--- src/rtl/clk_param_meter.sv ---
// rtl/clk_param_meter.sv - measures phase, high time and low time of a clock-like waveform in clk cycles
module clk_param_meter #(
  parameter int CNT_W = 16
) (
  input  logic             clk,
  input  logic             rst,
  input  logic             start,
  input  logic             stop,
  input  logic             sig_in,
  output logic             busy,
  output logic [CNT_W-1:0] phase_out,
  output logic             phase_valid,
  output logic [CNT_W-1:0] ton_out,
  output logic [CNT_W-1:0] toff_out,
  output logic             meas_valid,
  output logic             overflow
);

  typedef enum logic [1:0] {
    S_IDLE,
    S_WAIT_RISE,
    S_HIGH,
    S_LOW
  } state_t;

  localparam logic [CNT_W-1:0] CNT_ONE  = {{(CNT_W-1){1'b0}}, 1'b1};
  localparam logic [CNT_W-1:0] CNT_ZERO = '0;

  state_t           r_state;
  logic             r_sig_q;
  logic [CNT_W-1:0] r_phase_cnt;
  logic [CNT_W-1:0] r_ton_cnt;
  logic [CNT_W-1:0] r_toff_cnt;
  logic [CNT_W-1:0] r_phase_out;
  logic [CNT_W-1:0] r_ton_out;
  logic [CNT_W-1:0] r_toff_out;
  logic             r_phase_valid;
  logic             r_meas_valid;
  logic             r_overflow;
  logic             r_busy;

  logic             w_rise;
  logic             w_fall;
  logic             w_phase_sat;
  logic             w_ton_sat;
  logic             w_toff_sat;
  logic [CNT_W-1:0] w_phase_inc;
  logic [CNT_W-1:0] w_ton_inc;
  logic [CNT_W-1:0] w_toff_inc;

  // Edge detection compares the live sample against last cycle's sample.
  assign w_rise = sig_in & ~r_sig_q;
  assign w_fall = ~sig_in & r_sig_q;

  // Saturating increments: a counter at all-ones holds and reports saturation.
  assign w_phase_sat = &r_phase_cnt;
  assign w_ton_sat   = &r_ton_cnt;
  assign w_toff_sat  = &r_toff_cnt;
  assign w_phase_inc = w_phase_sat ? r_phase_cnt : r_phase_cnt + CNT_ONE;
  assign w_ton_inc   = w_ton_sat   ? r_ton_cnt   : r_ton_cnt + CNT_ONE;
  assign w_toff_inc  = w_toff_sat  ? r_toff_cnt  : r_toff_cnt + CNT_ONE;

  // Delayed copy of sig_in, kept running in every state so edges are never stale.
  always_ff @(posedge clk) begin
    if (rst) begin
      r_sig_q <= 1'b0;
    end else begin
      r_sig_q <= sig_in;
    end
  end

  // Measurement FSM with registered results, pulses and busy flag.
  always_ff @(posedge clk) begin
    if (rst) begin
      r_state       <= S_IDLE;
      r_phase_cnt   <= CNT_ZERO;
      r_ton_cnt     <= CNT_ZERO;
      r_toff_cnt    <= CNT_ZERO;
      r_phase_out   <= CNT_ZERO;
      r_ton_out     <= CNT_ZERO;
      r_toff_out    <= CNT_ZERO;
      r_phase_valid <= 1'b0;
      r_meas_valid  <= 1'b0;
      r_overflow    <= 1'b0;
      r_busy        <= 1'b0;
    end else begin
      r_phase_valid <= 1'b0;
      r_meas_valid  <= 1'b0;
      if (stop) begin
        // Abort wins over start; results are left untouched.
        r_state <= S_IDLE;
        r_busy  <= 1'b0;
      end else if (start) begin
        // Start from any state restarts the phase measurement.
        r_state     <= S_WAIT_RISE;
        r_busy      <= 1'b1;
        r_phase_cnt <= CNT_ZERO;
        r_overflow  <= 1'b0;
      end else begin
        case (r_state)
          S_IDLE: begin
            r_busy <= 1'b0;
          end
          S_WAIT_RISE: begin
            if (w_rise) begin
              // The rising edge itself counts toward the phase.
              r_phase_out   <= w_phase_inc;
              r_phase_valid <= 1'b1;
              r_ton_cnt     <= CNT_ONE;
              r_state       <= S_HIGH;
              if (w_phase_sat) begin
                r_overflow <= 1'b1;
              end
            end else begin
              r_phase_cnt <= w_phase_inc;
              if (w_phase_sat) begin
                r_overflow <= 1'b1;
              end
            end
          end
          S_HIGH: begin
            if (w_fall) begin
              r_toff_cnt <= CNT_ONE;
              r_state    <= S_LOW;
            end else if (sig_in) begin
              r_ton_cnt <= w_ton_inc;
              if (w_ton_sat) begin
                r_overflow <= 1'b1;
              end
            end
          end
          S_LOW: begin
            if (w_rise) begin
              // A full period has completed: publish it and start the next.
              r_ton_out    <= r_ton_cnt;
              r_toff_out   <= r_toff_cnt;
              r_meas_valid <= 1'b1;
              r_ton_cnt    <= CNT_ONE;
              r_state      <= S_HIGH;
            end else if (!sig_in) begin
              r_toff_cnt <= w_toff_inc;
              if (w_toff_sat) begin
                r_overflow <= 1'b1;
              end
            end
          end
          default: begin
            r_state <= S_IDLE;
            r_busy  <= 1'b0;
          end
        endcase
      end
    end
  end

  assign busy        = r_busy;
  assign phase_out   = r_phase_out;
  assign phase_valid = r_phase_valid;
  assign ton_out     = r_ton_out;
  assign toff_out    = r_toff_out;
  assign meas_valid  = r_meas_valid;
  assign overflow    = r_overflow;

endmodule
--- config.mk ---
export PLATFORM = sky130hd
export DESIGN_NAME = clk_param_meter
export DESIGN_NICKNAME = d
export VERILOG_FILES = /design/src/rtl/clk_param_meter.sv
export SDC_FILE = /design/constraint.sdc
export NUM_CORES = 1
export LEC_CHECK = 0
export CORE_MARGIN = 10
export CORE_UTILIZATION = 35
export CTS_CLUSTER_SIZE = 12
export DETAILED_ROUTE_END_ITERATION = 8
export GPL_TIMING_DRIVEN = 0
export PLACE_DENSITY_LB_ADDON = 0.3
export SLEW_MARGIN = 10
export SYNTH_ARGS = -nofsm -noshare
export SYNTH_HDL_FRONTEND = slang
export SYNTH_SLANG_ARGS = --single-unit
--- constraint.sdc ---
create_clock -name clk -period 2.3 [get_ports clk]
set_input_delay 0.46 -clock clk [delete_from_list [all_inputs] [get_ports clk]]
set_output_delay 0.46 -clock clk [all_outputs]
set_load 0.05 [all_outputs]
==> reports/summary.txt <==
Worst Max-Slew Pin Slew: 715 ps
CP Launch Type: register
router iterations before antenna repair: 4
HP Class: input port to register
WP data required: 2530 ps
area leader, netlist: dfxtp_1
first-pass GRT wire length: 22300 µm
CTS Root Cell: clkbuf_16
slowest CP cell: or4_4
WL/cell: 15.6 µm
detailed placer's ending HPWL: 9800 µm
WS Path Type: register to register
pwr dens: 564 mW/mm²
Critical Path Sink Type: register
CTS Buf Count: 9
CP Buf/Inv Count: 1
grt total ovfl: 0
DRC: 0
IO buf count: 55
commonest cells in the netlist: dfxtp_1 (103), nand2_1 (99), a21oi_1 (62), nor2_1 (51), nand3_1 (28)
die area: 0.0191 mm²
Syn Std Cell Area: 0.00488 mm²
CTS Hold Bufs: 0
main flop type after synthesis: dfxtp_1
Worst Path Arrival: 2430 ps
Layout Nets: 691
initial antenna violation count: 0
initial drt markers: 331
R2R Setup Slk: 110 ps
CTS tree: built
Post-synth EDFFs: 0
final number of max-transition violations: 0
worst path cell trace: ha_2, nand4_1, or4_4, o211ai_1, buf_2, or3_1, a21oi_1
Max clock buf depth: 2
vias per inst: 5.41
final setup skew: 9.69 ps
antenna violation net count after detailed routing: 0
Fmax: 456 MHz
ys async rst share: 0%
Layout Cells excl Fill: 864
Post-Syn Nets: 623
Synth area leaders: dfxtp_1 (42%), nand2_1 (7.6%), a21oi_1 (6.4%)
Max IR drop VDD: 0.000332 V
Post-Route WL: 13500 µm
count of final setup violators: 0
H-tree depth: 3
fin crit share: 95.3%
Tmin final: 2190 ps
CP Max Fanout: 5
setup TNS: 0 ps
Max-slew headroom: 52.2%
Fill cells: 1446
yosys warns: 0
Core Box Area: 0.0138 mm²
Seq cells post-synth: 103
clk_lat worst skew: 360 ps
post-synth top area share: 42.3%
Die Height: 138 µm
Critical Path Start: r_ton_cnt[1]
r2r startpoint: r_ton_cnt[1]
syn avg cell area: 7.98 µm²
Hold Vio Cnt, Final: 0
largest net degree at the start of global routing: 17
Yosys cell types: 57
n_diodes: 0
sequential-to-total area share from yosys stat: 42.3%
Leak Pwr: 0.00187 µW
clock slew at reported path FFs: 70 ps
max cap viols: 0
status: complete, no violations
reg2reg end: r_ton_cnt[13]
effective utilization at floorplan: 35.4%
IO Count: 57
DIE WIDTH: 138 µm
hold path start: stop
family with the most delay on the worst path: simple AND/OR/NAND/NOR gates
vias in the first global route: 4371
layout cells sized above 1: 9.65%
routed vias: 4670
GRT Util Overall: 13.8%
Synth Instances: 611
RD Place Congestion: 0.865
Clock Sinks: 103
FF-to-FF path depth: 7
crit path capture: r_ton_cnt[13]
placed insts: 846
Worst path depth: 7
most frequent cell after synthesis: dfxtp_1
Crit path largest cell delay: 560 ps
synthesis-to-layout area growth: 24.2%
# rows: 43
[registers in the layout, indices dropped and copies added, names as in the netlist, 2 cells and up]
name and flops:
toff_out 16, phase_out 16, r_state 2, ton_out 16
r_ton_cnt 16, r_phase_cnt 16, r_toff_cnt 16
[report_power, final]
group	internal [µW]	switching (µW)
Sequential	1790	7.03
Clock	791	680
Combinational	45.1	103
Total	2630	790
[cells by family after synthesis]
group	after synthesis	share of synthesized area, %
AO/OA/AOI/OAI	161	21.0
XOR/XNOR	24	4.31
adder cells (fa/ha/maj)	7	1.80
buffers and inverters	55	4.54
flip-flops	103	42.3
multiplexers	3	0.616
AND/OR/NAND/NOR	258	25.4
[final cells by class]
cell class              instances  area (µm²)  share of cell area (%)
plain buffers                  36         161                    2.66
clock buffers                  11         253                    4.17
clock inverters                 5        31.3                   0.516
inverters                      17        63.8                    1.05
multi-input cells             453        2680                    44.2
flip-flops and latches        103        2070                    34.2
well taps                     180         225                    3.72
repair buffers                 59         579                    9.56
[worst min path at each step]
stage | end | slack, ps | cells after the start
floorplan | ton_out[14] | 450 | 2
global placement | toff_out[6] | 440 | 2
detailed placement | toff_out[9] | 450 | 2
CTS | r_state[1] | 410 | 2
global route | r_state[0] | 440 | 2
finish | r_state[0] | 430 | 2
[layer usage]
metal  routed length [µm]  GRT usage (%)
met3                  736           4.14
met1                 6320           17.4
met2                 6300           22.2
met5                    0              0
met4                  164           3.55
[layout by cell type, fill, tap and decap left out, types with 3 or more instances in the layout]
cell type        Yosys  final
buf_2                9     11
nand2b_1             4      4
ha_1                 7      3
buf_4                1      4
or4_1                5      4
dfxtp_1            103     99
and2_1               4      4
or2_2                3      3
nand4_1             14     14
and3_1               7      6
nor3_1               8      8
and4_1               4      4
a211oi_1            19     18
or3_1               12     12
mux2i_1              3      3
a41oi_1              5      5
inv_1               17     17
xor2_1               8      8
clkbuf_16            0      9
xnor2_1             16     16
a31oi_1             17     16
nor2b_1              5      4
nand2_1             99     98
o2111ai_1            5      5
clkbuf_2             0      5
o21ai_0             24     24
clkinv_2             0      3
ha_2                 0      4
clkbuf_1            23     18
dfxtp_2              0      3
clkdlybuf4s50_1      0     53
nor2_1              51     49
o211ai_1             4      4
a21oi_1             62     62
nand3_1             28     28
[timing repair]
| action | in CTS | in global routing |
|---|---|---|
| setup endpoints to repair | 46 | 83 |
| pin swaps | 0 | 3 |
| gates resized for setup | 12 | 24 |
| cloned | 0 | 1 |
| buffers inserted | 1 | 2 |
[stage by stage]
step	util [%]	cell area [µm²]	setup WS (ps)	hold slack (ps)	power, µW
after floorplan	-	4880	266	450	1930
after global placement	41.0	5650	-589	442	1980
after detailed placement	41.0	5650	-624	447	1980
after CTS	43.4	5980	35.6	408	3460
after global routing	44.0	6060	-2.38	437	3550
final	44.0	6060	108	426	3420
Power figures use the tool's default switching activity.
